`src/rtl/obi_apb_bridge.sv`:
```
`default_nettype none
// ============================================================================
// Module   : obi_apb_bridge
// Purpose  : Bridges single OBI data requests onto an APB master port.
//            One transaction is in flight at a time; partial-word writes are
//            rejected locally with an error response, and a stalled ACCESS
//            phase is aborted after TIMEOUT_CYCLES wait cycles.
// Ports    : clk_i, rst_ni            clock, asynchronous active-low reset
//            data_*                   OBI request / response (core side)
//            paddr_o..penable_o       APB master request
//            prdata_i..pslverr_i      APB completer response
// Revision : 1.0 - initial release
// ============================================================================
module obi_apb_bridge #(
    parameter int APB_ADDR_WIDTH = 32,
    parameter int APB_DATA_WIDTH = 32,
    parameter int TIMEOUT_CYCLES = 255
) (
    input  logic                        clk_i,
    input  logic                        rst_ni,
    // OBI request
    input  logic                        data_req_i,
    output logic                        data_gnt_o,
    input  logic                        data_we_i,
    input  logic [APB_DATA_WIDTH/8-1:0] data_be_i,
    input  logic [APB_ADDR_WIDTH-1:0]   data_addr_i,
    input  logic [APB_DATA_WIDTH-1:0]   data_wdata_i,
    // OBI response
    output logic                        data_rvalid_o,
    output logic [APB_DATA_WIDTH-1:0]   data_rdata_o,
    output logic                        data_err_o,
    // APB master
    output logic [APB_ADDR_WIDTH-1:0]   paddr_o,
    output logic [APB_DATA_WIDTH-1:0]   pwdata_o,
    output logic                        pwrite_o,
    output logic                        psel_o,
    output logic                        penable_o,
    input  logic [APB_DATA_WIDTH-1:0]   prdata_i,
    input  logic                        pready_i,
    input  logic                        pslverr_i
);

    localparam int c_CNT_W = (TIMEOUT_CYCLES > 1) ? $clog2(TIMEOUT_CYCLES + 1) : 1;
    localparam logic [c_CNT_W:0] c_TIMEOUT = (c_CNT_W + 1)'(TIMEOUT_CYCLES);

    typedef enum logic [1:0] {
        IDLE   = 2'd0,
        SETUP  = 2'd1,
        ACCESS = 2'd2
    } state_t;

    state_t               r_state;
    state_t               w_state_next;
    logic [c_CNT_W-1:0]   r_cnt;
    logic [c_CNT_W:0]     w_cnt_inc;
    logic                 w_timeout;
    logic                 w_accept;
    logic                 w_partial_wr;

    // A request is accepted whenever one is presented while idle.
    assign w_accept     = data_req_i && (r_state == IDLE);
    assign w_partial_wr = data_we_i && !(&data_be_i);

    // The wait cycle being completed now is the (r_cnt+1)-th; reaching the
    // limit on that cycle ends the ACCESS phase after exactly TIMEOUT_CYCLES
    // ACCESS cycles.
    assign w_cnt_inc = {1'b0, r_cnt} + (c_CNT_W + 1)'(1);
    assign w_timeout = (TIMEOUT_CYCLES != 0) && (w_cnt_inc == c_TIMEOUT);

    // ------------------------------------------------------------------
    // State register
    // ------------------------------------------------------------------
    always_ff @(posedge clk_i or negedge rst_ni) begin
        if (!rst_ni) begin
            r_state <= IDLE;
        end else begin
            r_state <= w_state_next;
        end
    end

    // ------------------------------------------------------------------
    // Next-state and APB/OBI handshake outputs
    // ------------------------------------------------------------------
    always_comb begin
        w_state_next = r_state;
        data_gnt_o   = 1'b0;
        psel_o       = 1'b0;
        penable_o    = 1'b0;
        case (r_state)
            IDLE: begin
                data_gnt_o = data_req_i;
                // Partial writes are answered locally and never leave IDLE.
                if (data_req_i && !w_partial_wr) begin
                    w_state_next = SETUP;
                end
            end
            SETUP: begin
                psel_o       = 1'b1;
                w_state_next = ACCESS;
            end
            ACCESS: begin
                psel_o    = 1'b1;
                penable_o = 1'b1;
                // pready wins over a coincident timeout.
                if (pready_i || w_timeout) begin
                    w_state_next = IDLE;
                end
            end
            default: begin
                w_state_next = IDLE;
            end
        endcase
    end

    // ------------------------------------------------------------------
    // Request capture, timeout counter and response generation
    // ------------------------------------------------------------------
    always_ff @(posedge clk_i or negedge rst_ni) begin
        if (!rst_ni) begin
            paddr_o       <= '0;
            pwdata_o      <= '0;
            pwrite_o      <= 1'b0;
            r_cnt         <= '0;
            data_rvalid_o <= 1'b0;
            data_rdata_o  <= '0;
            data_err_o    <= 1'b0;
        end else begin
            data_rvalid_o <= 1'b0;

            if (w_accept) begin
                paddr_o  <= data_addr_i;
                pwdata_o <= data_wdata_i;
                pwrite_o <= data_we_i;
                if (w_partial_wr) begin
                    data_rvalid_o <= 1'b1;
                    data_err_o    <= 1'b1;
                    data_rdata_o  <= '0;
                end
            end

            if (r_state == SETUP) begin
                r_cnt <= '0;
            end

            if (r_state == ACCESS) begin
                if (pready_i) begin
                    data_rvalid_o <= 1'b1;
                    data_rdata_o  <= pwrite_o ? '0 : prdata_i;
                    data_err_o    <= pslverr_i;
                end else if (w_timeout) begin
                    data_rvalid_o <= 1'b1;
                    data_rdata_o  <= '0;
                    data_err_o    <= 1'b1;
                end else begin
                    r_cnt <= w_cnt_inc[c_CNT_W-1:0];
                end
            end
        end
    end

endmodule
`default_nettype wire
```
`config.mk`:
```
export PLATFORM = sky130hd
export DESIGN_NAME = obi_apb_bridge
export DESIGN_NICKNAME = d
export VERILOG_FILES = /design/src/rtl/obi_apb_bridge.sv
export SDC_FILE = /design/constraint.sdc
export NUM_CORES = 1
export LEC_CHECK = 0
export CAP_MARGIN = 20
export CORE_ASPECT_RATIO = 0.8
export CORE_MARGIN = 3
export CORE_UTILIZATION = 45
export CTS_BUF_LIST = sky130_fd_sc_hd__clkbuf_8
export CTS_CLUSTER_SIZE = 28
export DETAILED_ROUTE_END_ITERATION = 7
export PLACE_DENSITY = 0.87
export SLEW_MARGIN = 20
export SYNTH_ARGS = -nofsm -noshare
export SYNTH_HDL_FRONTEND = slang
export SYNTH_SLANG_ARGS = --single-unit
export TNS_END_PERCENT = 20
```
`constraint.sdc`:
```
create_clock -name clk_i -period 2.8 [get_ports clk_i]
set_input_delay 0.56 -clock clk_i [delete_from_list [all_inputs] [get_ports clk_i]]
set_output_delay 0.56 -clock clk_i [all_outputs]
set_load 0.02 [all_outputs]
```
== Word-level counts from Yosys, hierarchy flattened ==
Cells that the tools add are included.

* Reduce and logical (&&, ||, !) cells: 10
* Div/mod/pow operators: 0
* Shifts and indexed selects: 0
* Mux-type cells: 26
* $lt $le $gt $ge: 0
* $mul: 0
* Add/subtract/negate cells: 1
* Bitwise gates (word level): 0
* Equality and inequality tests: 5

{| class="wikitable"
|+ Operators by type and width
! operator !! count
|-
| two-way mux 32 bit || 6
|-
| two-way mux 8 bit || 4
|-
| two-way mux 1 bit || 13
|-
| adder 8 x 1 -> 9 bit, second input constant || 1
|-
| equality test 9 x 8 -> 1 bit, second input constant || 1
|-
| one-hot mux 2 bit (3 select lines) || 1
|-
| two-way mux 2 bit || 2
|-
| AND reduction 4 bit || 1
|-
| logical AND 1 bit || 3
|-
| equality test 2 x 1 -> 1 bit, second input constant || 1
|-
| equality test 2 bit, second input constant || 1
|-
| zero test 1 bit || 2
|-
| zero test 2 bit || 1
|-
| != test 2 x 1 -> 1 bit, second input constant || 1
|-
| != test 2 bit, second input constant || 1
|-
| AND reduction 2 bit || 1
|-
| OR reduction 2 bit || 1
|-
| logical OR 1 bit || 1
|}

* Memories kept: 0
* Memory bits (read-only): 0
* Register bits after elaboration: 109
* Latch bits: 0
* Bits in writable memories: 0

== Longest topological paths before layout ==
Gate-level depths: netlist of the first run.

* Depth in word-level cells: 8
* Gate-level depth with buffers: 9
* Depth with buffers taken out: 8

== Least setup slack after synthesis of the first run ==
OpenSTA, ideal clock, no wires.

* Kind: register to register
* Start point: register r_state[0]
* End point: register r_state[0]
* Cell stages (with the launch flop): 8
* Path buffers: 0
* Arrival: 1.847 ns
* Data required time: 2.674 ns
* Setup slack: 0.827 ns
* Library setup time: 0.126 ns
* Period minus slack after synthesis: 1.973 ns
* Path through: dfrtp_1 -> inv_1 -> ha_1 -> nor2b_1 -> o41ai_2 -> a211oi_4 -> nor3b_1 -> o32a_1

* Cells in the longest elaborated chain, start to end: 3

{| class="wikitable"
|+ RTL lines
! element !! RTL line !! RTL
|-
| start: declaration || 52 || <nowiki>state_t r_state;</nowiki>
|-
| start signal: assignment || 77 || <nowiki>r_state <= w_state_next;</nowiki>
|-
| equality test 2 bit or zero test 2 bit (tied branches) || 89 || <nowiki>case (r_state)</nowiki>
|-
| != test 2 bit (no source line) or != test 2 x 1 -> 1 bit (tied branches) || - ||
|-
| AND reduction 2 bit (no source line) || - ||
|}

Several ways; a longest one is shown, not always the timed one.
A chain may end at the register's enable or synchronous reset.

== Worst setup path in the final report of the first run ==
* Start point: register r_state[1]
* End point: output data_gnt_o

* Cells in the longest elaborated chain, start to end: 2

{| class="wikitable"
|+ RTL lines
! element !! RTL line !! RTL
|-
| zero test 2 bit || 89 ||
|-
| two-way mux 1 bit || 89 ||
|-
| end: declaration || 23 || <nowiki>output logic data_gnt_o,</nowiki>
|}

No other way between the ends.

==> run metrics, run 1 <==
status finished, final reports clean; Placed Instances between 600 and 700; Post-DP Area roughly 0.0066 mm2; crit end category primary output; CTS Buf Count 9; post-place setup slack between 0.3 and 0.4 ns; R2R depth 7; Hold Vio Cnt, Final 0; Multi-input gate area roughly 0.0015 mm2; async set-reset flop share out of synthesis 1.000; share of layout cells above drive strength 1 0.1965; fin area ~0.0067 mm2; sequential fraction of the synthesis area 0.6259; Hold-fix buffers, CTS 0; Required @ worst endpoint ~2.2 ns; Yosys cell types 43; Global Route Usage Sum 0.2067; Antenna Violating Nets Remaining 0; total iterations of the first detailed-routing run 4; Yosys top cell by area dfrtp_1; worst slew pin tran between 0.6 and 0.7 ns; vias in the first global route 3361; postcts setup bufs 0; placer congestion estimate approximately 0.82; non-filler cells in the finished layout around 620; Clock Latency Late Sink roughly 0.36 ns; Critical Path Start Type register; overall die height ~94 um; # diodes 0; relative slew slack 0.5346; die area about 0.011 mm2; CTS max path bufs 2; Register Area 0.002728 mm2; Initial Util 0.4721; Post-Route WL 11.29 mm; R2R Path End data_rdata_o[10]$_DFF_PN0_; first-pass GRT wire length between 15 and 20 mm; CTS root buffer clkbuf_8; max frequency around 0.41 GHz; largest net degree at the start of global routing 55; final critical-path share of the clock period 0.8721; CTS tree yes; clock sink count 109; Synth warnings 0; Cell Area, Synth between 0.004 and 0.005 mm2; num ports 208; peak fanout along the critical path 5; nets a little over 600; filler instances slightly above 600; Worst-path clk slew about 0.11 ns; Yosys top cell area share 0.6259; minimum clock period approximately 2.4 ns; final core utilization 0.7300; flops & latches, synth approximately 110; Critical Path Sink data_gnt_o; setup violators final 0; Fin Setup TNS 0 ns; Syn Nets 405; LEAKAGE about 2.8 nW; Slew Limit Fails 0; Critical Path Start r_state[1]$_DFFE_PN0P_; critical path class reg -> out; power consumption ~7.4 mW; ys flop type dfrtp_1; die width about 120 um; crit path DAT 1.88 ns; Residual DRC 0; number of synthesized flops with an enable pin 0; Resize count post-CTS 0; drt first-iter violations around 120; worst reg2reg path startpoint r_cnt[0]$_DFF_PN0_; vias per cell ~5; IO Port Bufs roughly 210; H-tree levels 3; antenna violations before repair 0; Avg WL per Cell 18.10 um; RSZ-0062 raised after global routing no; Power Dens Cells 1095 mW/mm2; core area 0.009231 mm2; site row count 31; VDD IR-drop max around 550 uV; Post-DP HPWL 8.609 mm; Tightest Hold Check Type in -> async; Clock Skews roughly 0.013 ns; area grow syn2layout 54.64%; post-synthesis cell count just under 300; Synth area leaders dfrtp_1, mux2_2, a22o_1, ha_1, buf_6; final hold slack approximately 0.23 ns; syn avg cell area between 10 and 15 um2; Worst R2R Setup Slack roughly 0.69 ns; final worst slack 0.3582 ns; via count between 3000 and 4000; Max-Cap Viols 0; GR Overflow Total 0
[flip-flops by register name, summed over array words and instances, names as in the netlist]
name / count
data_rdata_o: 32
data_err_o: 1
r_state: 2
data_rvalid_o: 1
paddr_o: 32
pwdata_o: 32
pwrite_o: 1
r_cnt: 8
[area by class of cell]
| type | instances | area share |
|---|---|---|
| Clock inverter | 7 | 0.007055 |
| Timing Repair Buffer | 214 | 0.3186 |
| Clock buffer | 9 | 0.01838 |
| Inverter | 6 | 0.003342 |
| Multi-Input combinational cell | 164 | 0.2265 |
| Tap cell | 115 | 0.02135 |
| Sequential cell | 109 | 0.4048 |
[routing by layer]
metal / vias to the layer above / GRT usage / share of wire
met2: 148 / 0.3305 / 0.47
met5: - / 0 / 0
met4: 0 / 0.04541 / 0.0099
met1: 1564 / 0.2720 / 0.43
met3: 8 / 0.07469 / 0.090
li1: 1484 / - / -
[worst max-delay path: stages, from the launching register on]
cell and delay [ns]:
dfrtp_1 0.39, inv_1 0.10, ha_1 0.20, and2_2 0.22, clkdlybuf4s50_1 0.62
[synth_stat cells (2+ instances only)]
cell type / instances
nand2_1: 6
mux2i_1: 3
nand3_2: 2
inv_1: 5
nand4_1: 2
and2_1: 2
buf_2: 5
o22a_1: 2
nand2b_1: 2
xnor2_1: 2
mux2_2: 65
nor3_1: 2
nor3_2: 2
a22o_1: 32
ha_1: 5
clkbuf_1: 6
nor2_1: 8
buf_6: 3
dfrtp_1: 109
nor2b_1: 2
nand3_1: 3
a21oi_1: 5
[worst min path at each step]
stage	start	to	slack, ns	cells past startpoint
2_1_floorplan	rst_ni	data_err_o$_DFF_PN0_	0.26	0
3_3_place_gp	data_err_o$_DFF_PN0_	data_err_o$_DFF_PN0_	0.47	1
3_5_place_dp	data_err_o$_DFF_PN0_	data_err_o$_DFF_PN0_	0.48	1
4_1_cts	rst_ni	data_rdata_o[3]$_DFF_PN0_	0.25	1
5_1_grt	rst_ni	data_rdata_o[3]$_DFF_PN0_	0.26	1
6_report	rst_ni	data_rdata_o[3]$_DFF_PN0_	0.23	1
[cells by family (layout without fill, tap and decap cells)]
group / count (synthesis) / in the layout / share of synthesized area
buffers and inverters: 21 / 236 / 0.02469
flip-flops: 109 / 109 / 0.6259
XOR/XNOR: 4 / 4 / 0.009764
multiplexers: 68 / 68 / 0.1748
AO/OA/AOI/OAI: 52 / 52 / 0.1028
adder cells (fa/ha/maj): 5 / 5 / 0.01436
AND/OR/NAND/NOR: 35 / 35 / 0.04766
[layout by cell type, fill, tap and decap left out, drive strengths merged, types with 2 or more instances in the layout]
cell	instances
buf	8
dfrtp	109
clkdlybuf4s50	206
nor3	4
clkbuf	9
and2	2
a22o	32
inv	11
nor2	9
nand3	5
o22a	2
mux2	65
a211oi	2
nor2b	2
xnor2	3
clkinv	2
nand4	2
a21o	2
a21oi	5
mux2i	3
nand2	6
nand2b	2
ha	5
[power by group]
part / internal (mW) / switching (mW) / leakage (nW) / total [mW]
combinational: 2.02 / 1.78 / 1.39 / 3.80
sequential: 2.29 / 0.431 / 1.35 / 2.72
clock: 0.328 / 0.533 / 0.0970 / 0.861
No activity file was read; power rests on OpenSTA's default activity.
==> run 2, diff against run 1 <==
--- a/config.mk
+++ b/config.mk
@@ -7,10 +7,10 @@
 export LEC_CHECK = 0
 export CAP_MARGIN = 20
 export CORE_ASPECT_RATIO = 0.8
-export CORE_MARGIN = 3
+export CORE_MARGIN = 4
 export CORE_UTILIZATION = 45
 export CTS_BUF_LIST = sky130_fd_sc_hd__clkbuf_8
-export CTS_CLUSTER_SIZE = 28
+export CTS_CLUSTER_SIZE = 30
 export DETAILED_ROUTE_END_ITERATION = 7
 export PLACE_DENSITY = 0.87
 export SLEW_MARGIN = 20
==> run 2 against run 1 <==
Routed wire length increased by 0.23%. Critical path depth unchanged. Register-to-register slack improved by 0.03 ns. Final cell count decreased by 0.32%. Die area increased by 3.9%. Final area increased by 0.45%. Critical path type unchanged. Largest cell class unchanged.
==> run metrics, run 2 (same netlist as run 1, synthesis figures left out) <==
RSZ-0062 raised after global routing no; area grow syn2layout 55.33%; Power Dens Cells 1110 mW/mm2 (+1.3%); Register Area 0.002728 mm2 (unchanged); Tightest Hold Check Type in -> async; Residual DRC 0 (unchanged); CTS root buffer clkbuf_8; worst slew pin tran 0.8413 ns (+0.1432 ns); largest net degree at the start of global routing 66 (+20%); critical path class reg -> out; fin area 0.006769 mm2 (+0.45%); Resize count post-CTS 0 (unchanged); total iterations of the first detailed-routing run 4 (unchanged); CTS tree yes; worst reg2reg path startpoint r_state[0]$_DFFE_PN0P_; Antenna Violating Nets Remaining 0 (unchanged); crit end category primary output; Post-Route WL 11.32 mm (+0.23%); final critical-path share of the clock period 0.8587 (-0.01339); most frequent cells in the layout clkdlybuf4s50_1, dfrtp_1, mux2_2; peak fanout along the critical path 3 (-2); nets 613 (-0.33%); setup violators final 0 (unchanged); status finished, final reports clean; power consumption 7.514 mW (+1.8%); post-place setup slack 0.3607 ns (-0.01896 ns); Critical Path Sink data_gnt_o; via count 3231 (+0.84%); commonest non-fill, non-tap cell in the layout clkdlybuf4s50_1; Post-DP HPWL 8.564 mm (-0.53%); non-filler cells in the finished layout 622 (-0.32%); IO Port Bufs 207 (unchanged); Crit path max-delay family buffers and inverters; clock sink count 109 (unchanged); R2R depth 5 (-2); placer congestion estimate 0.8376 (+2.4%); drt first-iter violations 143 (+15%); H-tree levels 3 (unchanged); crit path DAT 1.84 ns (-0.04 ns); max incr delay on CP 0.64 ns (+0.02 ns); Clock Skews 0.008245 ns (-0.004545 ns); die width 118.0 um (+1.7%); Multi-input gate area 0.001526 mm2 (unchanged); relative slew slack 0.4392 (-0.09548); antenna violations before repair 0 (unchanged); VDD IR-drop max 612.6 uV (+12%); final worst slack 0.3957 ns (+0.03750 ns); Placed Instances 606 (-0.33%); CP bufs+invs 2 (unchanged); Hold-fix buffers, CTS 0 (unchanged); num ports 208 (unchanged); filler instances 633 (+1.8%); vias per cell 5.195 (+1.2%); Critical Path Start Type register; Global Route Usage Sum 0.1995 (-0.007169); first-pass GRT wire length 17.72 mm (+2.0%); share of layout cells above drive strength 1 0.1972 (+0.0007750); Fin Setup TNS 0 ns (unchanged); WP depth 4 (unchanged); Critical Path Slowest Stage Cell clkdlybuf4s50_1; site row count 31 (unchanged); vias in the first global route 3453 (+2.7%); Avg WL per Cell 18.20 um (+0.55%); Clock Latency Late Sink 0.36 ns (about the same); die area 0.01133 mm2 (+3.9%); Top Registers data_rdata_o x32, paddr_o x32, pwdata_o x32; Slew Limit Fails 0 (unchanged); LEAKAGE 2.841 nW (+0.13%); minimum clock period 2.404 ns (-0.03750 ns); max frequency 0.4159 GHz (+1.6%); Post-DP Area 0.006553 mm2 (-0.23%); core area 0.009231 mm2 (unchanged); Critical Path Start r_state[0]$_DFFE_PN0P_; CTS Buf Count 9 (unchanged); R2R Path End pwdata_o[21]$_DFFE_PN0P_; Worst-path clk slew 0.10 ns (about the same); GR Overflow Total 0 (unchanged); overall die height 96.02 um (+2.1%); Hold Vio Cnt, Final 0 (unchanged); Max-Cap Viols 0 (unchanged); Initial Util 0.4721 (unchanged); Required @ worst endpoint 2.24 ns (about the same); CTS max path bufs 2 (unchanged); Worst R2R Setup Slack 0.72 ns (+0.03 ns); postcts setup bufs 0 (unchanged); # diodes 0 (unchanged); critical path cell sequence inv_1, ha_1, and2_2, clkdlybuf4s50_1
## run 2: cell count changes in the layout (fill, tap and decap cells not counted), sizes merged
cell    delta
buf        -2
bufinv     +1
clkbuf     +2
inv        -3
## run 2: worst min-delay path by stage
| stage | start | end | slack (ns) | cells after the start |
|---|---|---|---|---|
| 2_1_floorplan | rst_ni | data_err_o$_DFF_PN0_ | 0.26 | 0 |
| 3_3_place_gp | data_err_o$_DFF_PN0_ | data_err_o$_DFF_PN0_ | 0.47 | 1 |
| 3_5_place_dp | data_rdata_o[20]$_DFF_PN0_ | data_rdata_o[20]$_DFF_PN0_ | 0.48 | 1 |
| 4_1_cts | rst_ni | data_rdata_o[15]$_DFF_PN0_ | 0.26 | 1 |
| 5_1_grt | rst_ni | data_rdata_o[15]$_DFF_PN0_ | 0.29 | 1 |
| 6_report | rst_ni | data_rdata_o[15]$_DFF_PN0_ | 0.25 | 1 |
## run 2: final cells by class
| type | count | share of cell area |
|---|---|---|
| Clock buffer | 11 | 0.02237 |
| Clock inverter | 5 | 0.009612 |
| Inverter | 6 | 0.003327 |
| Multi-Input combinational cell | 164 | 0.2255 |
| Sequential cell | 109 | 0.4030 |
| Tap cell | 115 | 0.02126 |
| Timing Repair Buffer | 212 | 0.3150 |
## run 2: power by group
part,switching [mW],leakage [nW],internal [mW]
logic,1.78,1.38,2.02
registers,0.426,1.35,2.29
clock network,0.530,0.111,0.473
total,2.74,2.84,4.78
## run 2: metrics by stage
| step | hold slack (ns) | util |
|---|---|---|
| final | 0.2457 | 0.7333 |
| after global routing | 0.2894 | 0.7333 |
| after CTS | 0.2646 | 0.7333 |
| after detailed placement | 0.4803 | 0.7098 |
| after global placement | 0.4727 | 0.7098 |
| after floorplan | 0.2644 | - |
## run 2: metal layers
metal,routed length [um],share of wire,GRT usage,vias up
li1,-,-,-,1479
met1,4463,0.39,0.2344,1565
met2,5458,0.48,0.3338,174
met3,1206,0.11,0.08872,13
met4,189,0.017,0.06439,0
met5,0,0,0,-
==> run 3, diff against run 2 <==
--- a/config.mk
+++ b/config.mk
@@ -5,7 +5,7 @@
 export SDC_FILE = /design/constraint.sdc
 export NUM_CORES = 1
 export LEC_CHECK = 0
-export CAP_MARGIN = 20
+export CAP_MARGIN = 5
 export CORE_ASPECT_RATIO = 0.8
 export CORE_MARGIN = 4
 export CORE_UTILIZATION = 45
==> results of run 3 <==
Same layout as run 2: the final DEF is identical, and so are final timing and power.
